## config.mk

```make
export PLATFORM = sky130hd
export DESIGN_NAME = ifm_stream_gen_flat
export DESIGN_NICKNAME = d
export VERILOG_FILES = /design/src/rtl/ifm_pkg.sv /design/src/rtl/ifm_stream_gen_if.sv /design/src/rtl/ifm_pos_ctrl.sv /design/src/rtl/ifm_stream_gen.sv /design/src/flat_wrapper.sv
export SDC_FILE = /design/constraint.sdc
export NUM_CORES = 1
export LEC_CHECK = 0
export ABC_AREA = 1
export ABC_CLOCK_PERIOD_IN_PS = 5550
export CAP_MARGIN = 40
export CORE_ASPECT_RATIO = 0.6
export CORE_MARGIN = 10
export CORE_UTILIZATION = 40
export CTS_CLUSTER_SIZE = 14
export DETAILED_ROUTE_END_ITERATION = 6
export SLEW_MARGIN = 20
export SYNTH_ARGS = -nofsm -noshare
export SYNTH_HDL_FRONTEND = slang
export SYNTH_SLANG_ARGS = --single-unit
```

## constraint.sdc

```tcl
create_clock -name clk -period 5.55 [get_ports clk]
set_input_delay 1.665 -clock clk [delete_from_list [all_inputs] [get_ports clk]]
set_output_delay 1.665 -clock clk [all_outputs]
set_load 0.005 [all_outputs]
```

## src/rtl/ifm_pkg.sv

```systemverilog
// Shared command codes, FSM/direction encodings and frame-size helper for the IFM stream generator.
package ifm_pkg;

   localparam logic [7:0] CMD_ALL   = 8'h00;
   localparam logic [7:0] CMD_RIGHT = 8'h01;
   localparam logic [7:0] CMD_LEFT  = 8'h02;
   localparam logic [7:0] CMD_DOWN  = 8'hFF;

   localparam int WORD_W = 32;

   typedef enum logic [2:0] {
      IDLE,
      RD,
      LAT,
      EMIT,
      DONE
   } state_e;

   typedef enum logic {
      DIR_R,
      DIR_L
   } dir_e;

   // Three load words, then one word per additional window.
   function automatic int frame_words(input int h, input int w);
      return 3 + (h - 2) * (w - 2) - 1;
   endfunction

endpackage

```

## src/rtl/ifm_stream_gen_if.sv

```systemverilog
// SRAM read port plus window-buffer command stream; master = generator, slave = SRAM/buffer side.
interface ifm_stream_gen_if #(
   parameter int PIXEL_WIDTH = 8,
   parameter int ADDR_WIDTH  = 16,
   parameter int POS_WIDTH   = 8
);
   import ifm_pkg::*;

   logic                    rd_en;
   logic [ADDR_WIDTH-1:0]   rd_addr;
   logic [PIXEL_WIDTH-1:0]  rd_data;
   logic                    hold;
   logic [WORD_W-1:0]       ifm_word;
   logic                    valid_read;
   logic                    win_valid;
   logic [POS_WIDTH-1:0]    win_row;
   logic [POS_WIDTH-1:0]    win_col;

   modport master (
      output rd_en, rd_addr, ifm_word, valid_read, win_valid, win_row, win_col,
      input  rd_data, hold
   );

   modport slave (
      input  rd_en, rd_addr, ifm_word, valid_read, win_valid, win_row, win_col,
      output rd_data, hold
   );

endinterface

```

## src/rtl/ifm_pos_ctrl.sv

```systemverilog
// Snake-traversal window position, next command and per-read SRAM address; advances only on an accepted word.
module ifm_pos_ctrl
   import ifm_pkg::*;
#(
   parameter int IFM_H      = 8,
   parameter int IFM_W      = 8,
   parameter int ADDR_WIDTH = 16,
   parameter int POS_WIDTH  = 8
) (
   input  logic                  clk,
   input  logic                  rst_n,
   input  logic                  init,
   input  logic                  advance,
   input  logic                  first_frame,
   input  logic [1:0]            rd_idx,
   output logic [7:0]            cmd,
   output logic [ADDR_WIDTH-1:0] addr,
   output logic                  last,
   output logic                  win_complete,
   output logic [POS_WIDTH-1:0]  nxt_row,
   output logic [POS_WIDTH-1:0]  nxt_col
);

   localparam int TOTAL = frame_words(IFM_H, IFM_W);
   localparam int CNT_W = $clog2(TOTAL + 1);

   localparam logic [CNT_W-1:0]      LAST_WORD  = CNT_W'(TOTAL - 1);
   localparam logic [POS_WIDTH-1:0]  LAST_COL   = POS_WIDTH'(IFM_W - 3);
   localparam logic [POS_WIDTH-1:0]  ONE        = POS_WIDTH'(1);
   localparam logic [POS_WIDTH-1:0]  THREE      = POS_WIDTH'(3);
   localparam logic [ADDR_WIDTH-1:0] ROW_STRIDE = ADDR_WIDTH'(IFM_W);

   logic [POS_WIDTH-1:0] row_q, col_q;
   dir_e                 dir_q, nxt_dir;
   logic                 loading_q;
   logic [1:0]           lcnt_q;
   logic [CNT_W-1:0]     wcnt_q;

   logic                 is_down;
   logic [POS_WIDTH-1:0] src_col, row_sel, col_sel;

   always_comb begin
      cmd     = CMD_RIGHT;
      is_down = 1'b0;
      src_col = col_q;
      nxt_row = row_q;
      nxt_col = col_q;
      nxt_dir = dir_q;
      if (loading_q) begin
         // The buffer's ALL counter only clears on reset, so reloads after frame one use RIGHT.
         cmd     = first_frame ? CMD_ALL : CMD_RIGHT;
         src_col = POS_WIDTH'(lcnt_q);
      end else if (dir_q == DIR_R && col_q < LAST_COL) begin
         cmd     = CMD_RIGHT;
         src_col = col_q + THREE;
         nxt_col = col_q + ONE;
      end else if (dir_q == DIR_L && col_q != '0) begin
         cmd     = CMD_LEFT;
         src_col = col_q - ONE;
         nxt_col = col_q - ONE;
      end else begin
         cmd     = CMD_DOWN;
         is_down = 1'b1;
         nxt_row = row_q + ONE;
         if (dir_q == DIR_R) begin
            nxt_dir = DIR_L;
         end else begin
            nxt_dir = DIR_R;
         end
      end

      if (is_down) begin
         row_sel = row_q + THREE;
         col_sel = col_q + POS_WIDTH'(rd_idx);
      end else begin
         row_sel = row_q + POS_WIDTH'(rd_idx);
         col_sel = src_col;
      end
   end

   assign addr         = ADDR_WIDTH'(row_sel) * ROW_STRIDE + ADDR_WIDTH'(col_sel);
   assign last         = (wcnt_q == LAST_WORD);
   assign win_complete = !loading_q || (lcnt_q == 2'd2);

   always_ff @(posedge clk or negedge rst_n) begin
      if (!rst_n) begin
         row_q     <= '0;
         col_q     <= '0;
         dir_q     <= DIR_R;
         loading_q <= 1'b0;
         lcnt_q    <= '0;
         wcnt_q    <= '0;
      end else if (init) begin
         row_q     <= '0;
         col_q     <= '0;
         dir_q     <= DIR_R;
         loading_q <= 1'b1;
         lcnt_q    <= '0;
         wcnt_q    <= '0;
      end else if (advance) begin
         wcnt_q <= wcnt_q + CNT_W'(1);
         if (loading_q) begin
            lcnt_q <= lcnt_q + 2'd1;
            if (lcnt_q == 2'd2) begin
               loading_q <= 1'b0;
            end
         end else begin
            row_q <= nxt_row;
            col_q <= nxt_col;
            dir_q <= nxt_dir;
         end
      end
   end

endmodule

```

## src/rtl/ifm_stream_gen.sv

```systemverilog
// Reads 3 pixels per word from SRAM and emits snake-order window-shift commands; 5 cycles/word minimum.
// hold stalls only in EMIT, keeping ifm_word stable until accepted.
module ifm_stream_gen
   import ifm_pkg::*;
#(
   parameter int IFM_H       = 8,
   parameter int IFM_W       = 8,
   parameter int PIXEL_WIDTH = 8,
   parameter int ADDR_WIDTH  = 16,
   parameter int POS_WIDTH   = 8
) (
   input  logic             clk,
   input  logic             rst_n,
   input  logic             start,
   output logic             busy,
   output logic             done,
   ifm_stream_gen_if.master bus
);

   state_e                   state_q, state_d;
   logic [1:0]               k_q;
   logic [PIXEL_WIDTH-1:0]   p0_q, p1_q;
   logic [WORD_W-1:0]        word_q;
   logic                     win_vld_q;
   logic [POS_WIDTH-1:0]     win_row_q, win_col_q;
   logic                     first_frame_q;

   logic                     init, accept, rd_en;
   logic                     last, win_complete;
   logic [7:0]               cmd;
   logic [ADDR_WIDTH-1:0]    addr;
   logic [POS_WIDTH-1:0]     nxt_row, nxt_col;

   ifm_pos_ctrl #(
      .IFM_H      (IFM_H),
      .IFM_W      (IFM_W),
      .ADDR_WIDTH (ADDR_WIDTH),
      .POS_WIDTH  (POS_WIDTH)
   ) u_pos (
      .clk          (clk),
      .rst_n        (rst_n),
      .init         (init),
      .advance      (accept),
      .first_frame  (first_frame_q),
      .rd_idx       (k_q),
      .cmd          (cmd),
      .addr         (addr),
      .last         (last),
      .win_complete (win_complete),
      .nxt_row      (nxt_row),
      .nxt_col      (nxt_col)
   );

   always_comb begin
      state_d = state_q;
      init    = 1'b0;
      accept  = 1'b0;
      rd_en   = 1'b0;
      case (state_q)
         IDLE: begin
            if (start) begin
               init    = 1'b1;
               state_d = RD;
            end
         end
         RD: begin
            rd_en = 1'b1;
            if (k_q == 2'd2) begin
               state_d = LAT;
            end
         end
         LAT: state_d = EMIT;
         EMIT: begin
            if (!bus.hold) begin
               accept  = 1'b1;
               state_d = last ? DONE : RD;
            end
         end
         DONE:    state_d = IDLE;
         default: state_d = IDLE;
      endcase
   end

   always_ff @(posedge clk or negedge rst_n) begin
      if (!rst_n) begin
         state_q <= IDLE;
      end else begin
         state_q <= state_d;
      end
   end

   always_ff @(posedge clk or negedge rst_n) begin
      if (!rst_n) begin
         k_q           <= '0;
         p0_q          <= '0;
         p1_q          <= '0;
         word_q        <= '0;
         win_vld_q     <= 1'b0;
         win_row_q     <= '0;
         win_col_q     <= '0;
         first_frame_q <= 1'b1;
      end else begin
         k_q <= (state_q == RD && k_q != 2'd2) ? k_q + 2'd1 : 2'd0;
         // SRAM data for read k lands one cycle after its strobe.
         if (state_q == RD && k_q == 2'd1) begin
            p0_q <= bus.rd_data;
         end
         if (state_q == RD && k_q == 2'd2) begin
            p1_q <= bus.rd_data;
         end
         if (state_q == LAT) begin
            word_q <= {cmd, p0_q, p1_q, bus.rd_data};
         end
         win_vld_q <= accept && win_complete;
         if (accept && win_complete) begin
            win_row_q <= nxt_row;
            win_col_q <= nxt_col;
         end
         if (state_q == DONE) begin
            first_frame_q <= 1'b0;
         end
      end
   end

   assign bus.rd_en      = rd_en;
   assign bus.rd_addr    = rd_en ? addr : '0;
   assign bus.ifm_word   = word_q;
   assign bus.valid_read = accept;
   assign bus.win_valid  = win_vld_q;
   assign bus.win_row    = win_row_q;
   assign bus.win_col    = win_col_q;
   assign busy           = (state_q != IDLE);
   assign done           = (state_q == DONE);

endmodule

```

## src/flat_wrapper.sv

```systemverilog
// flat-port wrapper written by rule: the top's interface ports become plain ports
module ifm_stream_gen_flat import ifm_pkg::*;
#(
   parameter int IFM_H       = 8,
   parameter int IFM_W       = 8,
   parameter int PIXEL_WIDTH = 8,
   parameter int ADDR_WIDTH  = 16,
   parameter int POS_WIDTH   = 8
)
  (clk, rst_n, start, busy, done, bus_rd_en, bus_rd_addr, bus_ifm_word, bus_valid_read, bus_win_valid, bus_win_row, bus_win_col, bus_rd_data, bus_hold);
  ifm_stream_gen_if #(.PIXEL_WIDTH(PIXEL_WIDTH), .ADDR_WIDTH(ADDR_WIDTH), .POS_WIDTH(POS_WIDTH)) bus_i ();
  input  logic clk;
  input  logic rst_n;
  input  logic start;
  output logic busy;
  output logic done;
  output wire logic [$bits(bus_i.rd_en)-1:0] bus_rd_en;
  output wire logic [$bits(bus_i.rd_addr)-1:0] bus_rd_addr;
  output wire logic [$bits(bus_i.ifm_word)-1:0] bus_ifm_word;
  output wire logic [$bits(bus_i.valid_read)-1:0] bus_valid_read;
  output wire logic [$bits(bus_i.win_valid)-1:0] bus_win_valid;
  output wire logic [$bits(bus_i.win_row)-1:0] bus_win_row;
  output wire logic [$bits(bus_i.win_col)-1:0] bus_win_col;
  input wire logic [$bits(bus_i.rd_data)-1:0] bus_rd_data;
  input wire logic [$bits(bus_i.hold)-1:0] bus_hold;
  assign bus_rd_en = bus_i.rd_en;
  assign bus_rd_addr = bus_i.rd_addr;
  assign bus_ifm_word = bus_i.ifm_word;
  assign bus_valid_read = bus_i.valid_read;
  assign bus_win_valid = bus_i.win_valid;
  assign bus_win_row = bus_i.win_row;
  assign bus_win_col = bus_i.win_col;
  assign bus_i.rd_data = bus_rd_data;
  assign bus_i.hold = bus_hold;
  ifm_stream_gen #(.IFM_H(IFM_H), .IFM_W(IFM_W), .PIXEL_WIDTH(PIXEL_WIDTH), .ADDR_WIDTH(ADDR_WIDTH), .POS_WIDTH(POS_WIDTH)) u_core (.clk(clk), .rst_n(rst_n), .start(start), .busy(busy), .done(done), .bus(bus_i));
endmodule
```

==> results of run 1 <==
## power breakdown
part / leakage [nW] / total, mW / switching (mW) / internal (mW)
combinational: 2.00 / 0.749 / 0.364 / 0.385
sequential: 1.18 / 0.969 / 0.113 / 0.856
clock: 0.174 / 0.724 / 0.268 / 0.457
## sequential cells by signal, summed over array words and instances (netlist names)
name,flops
u_core.first_frame_q,1
u_core.u_pos.loading_q,1
u_core.p1_q,8
u_core.bus.win_valid,1
u_core.k_q,2
u_core.u_pos.lcnt_q,2
u_core.state_q,3
u_core.u_pos.wcnt_q,6
u_core.u_pos.dir_q,1
u_core.bus.win_row,8
u_core.bus.win_col,8
u_core.u_pos.row_q,8
u_core.p0_q,8
u_core.u_pos.col_q,8
u_core.bus.ifm_word,27
## stage by stage
| step | instances | hold WS (ps) | setup WS, ps | setup TNS [ps] |
|---|---|---|---|---|
| 6_report | 900 | 469.7 | 68.63 | 0 |
| 5_1_grt | 900 | 510.8 | -252.9 | -395.0 |
| 4_1_cts | 896 | 477.0 | 25.21 | 0 |
| 3_5_place_dp | 876 | 467.2 | 106.3 | 0 |
| 3_3_place_gp | 876 | 458.8 | 219.8 | 0 |
| 2_1_floorplan | 647 | 434.1 | 572.3 | 0 |
## kinds of logic (layout without fill, tap and decap cells)
logic type | count (synthesis) | count (layout) | synth area share, %
DFF | 92 | 92 | 43.54
and+or+nand+nor | 313 | 313 | 27.29
other | 1 | 4 | 0.07089
AOI/OAI and AO/OA | 87 | 87 | 9.177
muxes | 16 | 16 | 3.406
adders and majority gates | 20 | 20 | 5.156
buffers and inverters | 103 | 186 | 9.224
xor gates and xnor gates | 12 | 12 | 2.129
## worst register-to-register path, cell delays in order (launching register included)
cell and delay (ps):
dfrtp_1 420, inv_1 90, nand3_1 350, inv_1 100
nor2_2 650, nand2_1 160, nand2_1 110
## cell usage in the layout (no fill, tap or decap), types with 18 or more instances in the layout
| master | instances |
|---|---|
| a21oi_1 | 21 |
| buf_4 | 23 |
| clkdlybuf4s50_1 | 70 |
| dfrtp_1 | 89 |
| inv_1 | 59 |
| nand2_1 | 192 |
| nand3_1 | 48 |
| nor2_1 | 26 |
| o21ai_0 | 34 |
| o21ai_1 | 18 |
## routing by layer
layer	vias to the layer above	track usage (%)
li1	2219	-
met1	2120	22.13
met3	7	4.132
met4	0	2.351
met5	-	0
met2	95	23.32
## worst max path at each step
| stage | from | endpoint | slack (ps) | depth (start not counted) |
|---|---|---|---|---|
| global route | u_core.u_pos.col_q[0]$_DFFE_PN0P_ | bus_rd_addr[10] | -250 | 21 |
| global placement | u_core.u_pos.col_q[0]$_DFFE_PN0P_ | bus_rd_addr[10] | 220 | 22 |
| floorplan | u_core.u_pos.col_q[1]$_DFFE_PN0P_ | bus_rd_addr[10] | 570 | 22 |
| CTS | u_core.u_pos.col_q[0]$_DFFE_PN0P_ | bus_rd_addr[9] | 30 | 21 |
| finish | u_core.u_pos.col_q[0]$_DFFE_PN0P_ | bus_rd_addr[10] | 70 | 21 |
| detailed placement | u_core.u_pos.col_q[0]$_DFFE_PN0P_ | bus_rd_addr[10] | 110 | 22 |
## layout make-up
class / instances / area (µm²)
clock buffer: 10 / 239.0
clock inverter: 6 / 116.4
fill: 1197 / 6227
inverter: 71 / 271.5
multi-input combinational: 452 / 2571
sequential: 92 / 2306
tap: 170 / 212.7
timing repair buffer: 99 / 948.4
## synthesized netlist by cell type, types with 2 or more instances
cell type  instances
a21oi_1           21
a31oi_1            3
buf_2              8
buf_4             13
buf_6              5
clkbuf_1           5
dfrtp_1           91
fa_1               3
ha_1              17
inv_1             61
inv_2              8
inv_4              2
mux2_2            16
nand2_1          192
nand2_2            5
nand2_4            2
nand3_1           48
nand3_2            2
nand4_1            8
nand4_2            2
nor2_1            33
nor2_2             3
nor2_4             5
nor2_8             4
nor3_1             5
o21ai_0           34
o21ai_1           18
o21ai_2            4
o22ai_1            3
xnor2_1            2
xor2_1             9
## what timing repair did
item / 4_1_cts / 5_1_grt
setup endpoints to repair: 6 / 6
resized for setup: 15 / 11
pin swaps: 6 / 5
setup buffers: 4 / 3
==> results.toml, run 1 <==
[detailed_routing]
num_vias = 4441
top_layer = "met4"
drt_first_iter_violations = 316
vias_per_cell = 4.934
routed_wirelength_mm = 14.06
firstDrtPassIters = 6
wl_met2_mm = 5.985
ant_nets = 0
wl_met1_mm = 7.214
wl_met3_um = 790
drc_errors = 0
routedWlPerCell_um = 15.62

[hold_path]
hp-class = "reg -> reg"
hold_start = "u_core.first_frame_q$_DFFE_PN1P_"
hold_path_end = "u_core.first_frame_q$_DFFE_PN1P_"
hold_depth = 2

[sta]
timing.slew.headroom_pct = 46.14
drv_slew = 0
setup_viol = 0
hold_violations = 0
clock_skew_ps = 11.35
min_period_ps = 5481
max_freq_mhz = 182.4
fin_crit_sh_pct = 98.76
rsz0062_at_grt = "yes"
worstMarginPinSlew_ps = 807.0

[power]
total_power_mw = 2.443
vdd_ir_drop_max_mv = 0.1748
power.density_mw_per_mm2 = 366.5
power.leakage_nw = 3.359

[clock_network]
numCtsBuffers = 9
cts_hold_buffers = 0
clock_path_buffers = 2
cts_tree = "built"
htreeDepth = 3
ctsRootBufferMaster = "clkbuf_16"
insertion_delay_ps = 340
cts.sinks = 92
path_clk_slew_ps = 70

[finish]
syn2layout_area_growth_pct = 25.99
diodes = 0
post-route-util_pct = 51.70
drive_gt1_share_pct = 15.75
fin_nets = 757
final_cell_area_mm2 = 0.006665

[die]
initial_core_util_pct = 41.03
io_pins = 81
die-width_um = 168.5
rows = 32
dieArea_mm2 = 0.01838
die_h_um = 109.1
core-area_mm2 = 0.01289

[logic_synthesis]
avgSynthCellArea_um2 = 8.214
synth_top_area_cell = "dfrtp_1"
synth_warnings = 0
ys_types = 43
synth_top_area_share_pct = 43.05
synth_edf_count = 0
ys.flop_type = "dfrtp_1"
synth_area_leaders = "dfrtp_1 (43%), nand2_1 (14%), nand3_1 (4.5%)"
netlist_area_mm2 = 0.005290
async_flop_share_pct = 100.0
synth_seq_cells = 92
synthCells = 644
synth-seq-area-share_pct = 43.54

[critical_path]
path_delay_family = "adder cells"
worst_r2r_path_depth = 6
worstSetupPathType = "reg -> out"
crit_slowest_cell = "clkdlybuf4s50_1"
arrival_ps = 3820
r2r_setup_slack_ps = 3620
r2r_start = "u_core.state_q[1]$_DFFE_PN0P_"
required_ps = 3880
crit_chain = "inv_2 > ha_4 > o21ai_4 > nor2_8 > nor2_4 > nand2_2 > nand2_1 > ha_2 > inv_1 > fa_2 > nor2_2 > xor2_1 > ha_1 > a21oi_1 > nand2_1 > nor2_2 > nor2_2 > nand3_1 > nand2_1 > inv_1 > clkdlybuf4s50_1"
max_stage_delay_ps = 490
cp_max_fo = 4
reg2reg_to = "u_core.u_pos.col_q[6]$_DFFE_PN0P_"
end_kind = "primary output"
start_kind = "register"
crit_buf_inv = 4

[placed_design]
place_area_mm2 = 0.006168
dp_hpwl_mm = 10.56
io_buffers = 76
place.gp.congestion = 0.9250

[global_route]
grt_pass1_vias = 4357
gr-total-overflow = 0
grtUsageTotal_pct = 15.47
antenna_found_initial = 0
grt_pass1_wl_mm = 23.27
grt_max_degree = 60

[run_status]
status = "finished clean"

[job]
drv_cap = 0
(Power assumes the default switching activity.)
==> run 2, diff against run 1 <==
- CORE_MARGIN: 10 -> 2
==> run 2 against run 1 <==
- the flow now finishes with violations (setup timing)
- non-clock buffer count increased by 1
- combinational power about the same
- hold slack got worse by 8.0 ps
- wire length decreased by 3.5%
- clock-buffer cell count unchanged
- via count increased by 1.8%
- critical path type unchanged
- largest cell class unchanged
==> results.toml, run 2 (same netlist as run 1, synthesis figures left out) <==
[clock_network]
cts_tree = "built"
path_clk_slew_ps = 70
ctsRootBufferMaster = "clkbuf_16"
htreeDepth = 3
numCtsBuffers = 9
cts.sinks = 92
insertion_delay_ps = 350
cts_hold_buffers = 0
clock_path_buffers = 2

[sta]
clock_skew_ps = 9.950
min_period_ps = 5598
drv_slew = 0
layout_setup_ws_ps = -47.94
rsz0062_at_grt = "yes"
timing.slew.headroom_pct = 46.93
fin_crit_sh_pct = 100.9
setup_viol = 1
worstMarginPinSlew_ps = 795.3
hold_violations = 0
max_freq_mhz = 178.6

[detailed_routing]
ant_nets = 0
firstDrtPassIters = 5
routedWlPerCell_um = 15.05
drt_first_iter_violations = 358
num_vias = 4523
routed_wirelength_mm = 13.56
drc_errors = 0
vias_per_cell = 5.020

[die]
io_pins = 81
die-width_um = 152.5
rows = 32
core-area_mm2 = 0.01289
dieArea_mm2 = 0.01419
die_h_um = 93.08
initial_core_util_pct = 41.03

[critical_path]
path_delay_family = "adder cells"
crit_cells = 21
r2r_start = "u_core.state_q[1]$_DFFE_PN0P_"
cp_max_fo = 4
reg2reg_to = "u_core.u_pos.col_q[3]$_DFFE_PN0P_"
worstSetupPathType = "reg -> out"
crit_buf_inv = 5
start_kind = "register"
worst_r2r_path_depth = 6
crit_chain = "inv_1 > ha_4 > o21ai_4 > nor2_8 > nor2_4 > nand2_2 > nand2_1 > ha_1 > inv_1 > fa_2 > inv_1 > ha_1 > nand2_1 > nor3_1 > nor2_2 > nor2_1 > nand2_1 > nand2_1 > nand2_1 > inv_1 > clkdlybuf4s50_1"
crit_start = "u_core.u_pos.col_q[1]$_DFFE_PN0P_"
crit_slowest_cell = "fa_2"
crit_top_cell = "nand2_1"
max_stage_delay_ps = 550
required_ps = 3880
end_kind = "primary output"
worstSetupEndpoint = "bus_rd_addr[10]"
r2r_setup_slack_ps = 3670
arrival_ps = 3930

[global_route]
grtUsageTotal_pct = 19.91
grt_pass1_vias = 4413
gr-total-overflow = 0
grt_max_degree = 59
grt_pass1_wl_mm = 22.47
antenna_found_initial = 0

[placed_design]
io_buffers = 76
place.gp.congestion = 0.9074
dp_hpwl_mm = 10.08

[power]
p_int_mw = 1.653
vdd_ir_drop_max_mv = 0.1469
sw_frac_of_total_pct = 31.21
combPwrFrac_pct = 31.2
switchingPower_mw = 0.7502
power.share.clock_pct = 28.4
power.leakage_nw = 3.334
total_power_mw = 2.404
p_seq_share_pct = 40.4
power.density_mw_per_mm2 = 361.0

[finish]
diodes = 0
layout_common_cells = "nand2_1 (192), dfrtp_1 (89), clkdlybuf4s50_1 (72), inv_1 (60), nand3_1 (48)"
final_common_cell = "nand2_1"
fin_nets = 758
syn2layout_area_growth_pct = 25.85
drive_gt1_share_pct = 15.32
largest_register_ff_count = 27
post-route-util_pct = 51.64

[job]
drv_cap = 0

[hold_path]
hp-class = "reg -> reg"

[run_status]
violations = "setup timing"
status = "finished, violations left"
==> run 2: final cells by class <==
type,instances,area (µm²)
well taps,170,212.7
clock inverters,6,93.84
repair buffers,100,965.9
fillers,1197,6235
flip-flops and latches,92,2306
clock buffers,10,239.0
inverters,71,271.5
multi-input cells,452,2569
==> run 2: worst min-delay path by stage <==
| stage | to | slack [ps] | depth (start not counted) | start |
|---|---|---|---|---|
| 6_report | u_core.first_frame_q$_DFFE_PN1P_ | 460 | 2 | u_core.first_frame_q$_DFFE_PN1P_ |
| 5_1_grt | u_core.first_frame_q$_DFFE_PN1P_ | 490 | 2 | u_core.first_frame_q$_DFFE_PN1P_ |
| 4_1_cts | u_core.first_frame_q$_DFFE_PN1P_ | 470 | 2 | u_core.first_frame_q$_DFFE_PN1P_ |
| 3_5_place_dp | u_core.first_frame_q$_DFFE_PN1P_ | 450 | 2 | u_core.first_frame_q$_DFFE_PN1P_ |
| 3_3_place_gp | u_core.first_frame_q$_DFFE_PN1P_ | 450 | 2 | u_core.first_frame_q$_DFFE_PN1P_ |
| 2_1_floorplan | u_core.u_pos.wcnt_q[5]$_DFFE_PN0P_ | 430 | 1 | u_core.u_pos.wcnt_q[5]$_DFFE_PN0P_ |
==> run 2: worst reg2reg max path, delay by kind of cell (launching register included) <==
family                 cells  cell delay [ps]
AND/OR/NAND/NOR            4             1200
buffers and inverters      2              200
flip-flops                 1              430
==> run 2: metrics by stage <==
stage	cells	setup WS [ps]	hold slack, ps	setup TNS (ps)	cell area, µm²
6_report	901	-47.94	461.7	-47.94	6658
3_5_place_dp	877	91.04	454.5	0	6196
3_3_place_gp	876	259.4	454.3	0	6168
4_1_cts	898	-11.91	465.3	-11.91	6603
5_1_grt	901	-334.7	493.0	-638.9	6658
2_1_floorplan	647	572.3	434.1	0	5301
==> run 2: metal layers <==
layer / share of wire, % / track usage (%)
met5: 0 / 0
met4: 1.1 / 4.321
met3: 5.1 / 3.939
met2: 43 / 30.26
met1: 51 / 29.56
==> run 2: power groups by stage <==
stage          Sequential (mW)  Combinational [mW]  Clock, mW
2_1_floorplan            0.963               0.394          0
3_3_place_gp             0.972               0.729          0
3_5_place_dp             0.982               0.753          0
4_1_cts                  0.971               0.760      0.702
5_1_grt                  0.995               0.839      0.727
6_report                 0.971               0.750      0.682
==> run 2: timing repair <==
item,4_1_cts,5_1_grt
endpoints found under the hold margin,0,0
pin swaps,6,6
endpoints found under the setup margin,5,6
gates resized for setup,11,9
buffers inserted,5,3
==> run 3, diff against run 2 <==
- CORE_MARGIN: 2 -> default
- HOLD_SLACK_MARGIN: default -> 0.06
==> run 3 against run 2 <==
- the run now ends clean
- die area shrank 3.4%
- hold slack gained 7.6 ps
- first-iteration DRC count shrank 27%
- via count shrank 1.2%
- sequential share of layout area shrank 0.052 points
- critical endpoint is now bus_rd_addr[6]
- highest routed layer unchanged
==> results.toml, run 3 (same netlist as run 1, synthesis figures left out) <==
[run_status]
status = "finished clean"

[hold_path]
hp-class = "reg -> reg"
hold_start = "u_core.first_frame_q$_DFFE_PN1P_"

[critical_path]
max_stage_delay_ps = 510
crit_chain = "inv_2 > ha_4 > buf_4 > nand2_4 > o21ai_4 > nand2_2 > nand2_1 > ha_2 > inv_1 > fa_2 > xnor2_2 > ha_4 > nand2_1 > nand2_1 > a31oi_1 > o21ai_0 > a21oi_1 > clkdlybuf4s50_1"
arrival_ps = 3640
path_delay_family = "adder cells"
end_kind = "primary output"
r2r_setup_slack_ps = 3580
cp_max_fo = 4
crit_slowest_cell = "clkdlybuf4s50_1"
r2r_start = "u_core.state_q[1]$_DFFE_PN0P_"
required_ps = 3880
start_kind = "register"
crit_buf_inv = 4
crit_start = "u_core.u_pos.col_q[1]$_DFFE_PN0P_"
crit_top_cell = "nand2_1"
worstSetupPathType = "reg -> out"

[finish]
fin_nets = 762
largest_register_ff_count = 27
post-route-util_pct = 51.88
syn2layout_area_growth_pct = 26.04
diodes = 0
drive_gt1_share_pct = 16.73
instances_no_fill = 905
final_cell_area_mm2 = 0.006668
final_common_cell = "nand2_1"
fillers = 1190
layout_common_cells = "nand2_1 (192), dfrtp_1 (89), clkdlybuf4s50_1 (70), inv_1 (59), nand3_1 (48)"

[detailed_routing]
drc_errors = 0
firstDrtPassIters = 6
drt_first_iter_violations = 260
vias_per_cell = 4.938
routed_wirelength_mm = 13.73
routedWlPerCell_um = 15.17
ant_nets = 0
num_vias = 4469

[placed_design]
place_inst = 878
place_area_mm2 = 0.006183
pre_cts_slack_ps = 158.0
dp_hpwl_mm = 9.963
io_buffers = 76
place.gp.congestion = 0.8852

[sta]
fin_crit_sh_pct = 95.59
clock_skew_ps = 8.773
max_freq_mhz = 188.5
timing.slew.headroom_pct = 57.90
worstMarginPinSlew_ps = 631.4
tns_ps = 0
setup_viol = 0
hold_ws_ps = 469.3
hold_violations = 0
layout_setup_ws_ps = 244.9
min_period_ps = 5305
drv_slew = 0
rsz0062_at_grt = "no"

[power]
total_power_mw = 2.322
vdd_ir_drop_max_mv = 0.1438
power.leakage_nw = 3.374
power.density_mw_per_mm2 = 348.2

[die]
io_pins = 81
initial_core_util_pct = 41.16
dieArea_mm2 = 0.01370
core-area_mm2 = 0.01285
rows = 32
die-width_um = 150.5
die_h_um = 91.08

[clock_network]
ctsRootBufferMaster = "clkbuf_16"
cts.sinks = 92
htreeDepth = 3
cts_hold_buffers = 0
numCtsBuffers = 9
path_clk_slew_ps = 70
cts_tree = "built"
clock_path_buffers = 2
insertion_delay_ps = 340

[global_route]
grt_max_degree = 48
grtUsageTotal_pct = 21.09
antenna_found_initial = 0
busiest_layer = "met1"
use_met1_pct = 33.34
met3_usage_pct = 4.472
use_met2_pct = 28.96
grt_pass1_vias = 4133
gr-total-overflow = 0
grt_pass1_wl_mm = 22.09

[job]
drv_cap = 0
-- run 3: cell count changes in the layout (fill, tap and decap cells not counted), moves of 2 or more --
| cell | delta |
|---|---|
| buf_4 | +4 |
| bufinv_16 | -2 |
| clkdlybuf4s50_1 | -2 |
| clkinv_2 | +2 |
| dlymetal6s2s_1 | +2 |
| ha_1 | -3 |
| ha_2 | +2 |
-- run 3: repair_timing --
item / 4_1_cts / 5_1_grt
resized for setup: 14 / 16
setup buffers: 2 / 8
pin swaps: 6 / 7
setup endpoints to repair: 5 / 6
-- run 3: worst register-to-register path, delay by kind of cell (launching register included) --
family,cells,cell delay (ps)
AO/OA/AOI/OAI,1,100
buffers and inverters,2,450
flip-flops,1,450
AND/OR/NAND/NOR,3,840
-- run 3: metal layers --
| metal | routed length, µm | part of all wire (%) |
|---|---|---|
| met1 | 7192 | 52 |
| met5 | 0 | 0 |
| met4 | 91 | 0.66 |
| met2 | 5737 | 42 |
| met3 | 708 | 5.2 |
-- run 3: final timing paths --
check	depth (start not counted)	to
setup / recovery	18	bus_rd_addr[6]
hold / removal	2	u_core.first_frame_q$_DFFE_PN1P_
max in group asynchronous	2	u_core.u_pos.dir_q$_DFFE_PN0P_
hold reg to reg	2	u_core.first_frame_q$_DFFE_PN1P_
min in group asynchronous	1	u_core.bus.ifm_word[9]$_DFFE_PN0P_
setup reg to reg	6	u_core.p0_q[3]$_DFFE_PN0P_
-- run 3: area by class of cell --
class	instances	area (µm²)	area share [%]
inverters	71	271.5	4.072
clock buffers	11	252.7	3.791
well taps	170	212.7	3.190
clock inverters	5	35.03	0.5254
multi-input cells	452	2605	39.07
repair buffers	104	984.7	14.77
flip-flops and latches	92	2306	34.58
-- run 3: power by group --
part           internal, mW  switching [mW]  total (mW)
Combinational         0.388           0.366       0.754
Sequential            0.857           0.117       0.974
Clock                 0.329           0.265       0.595
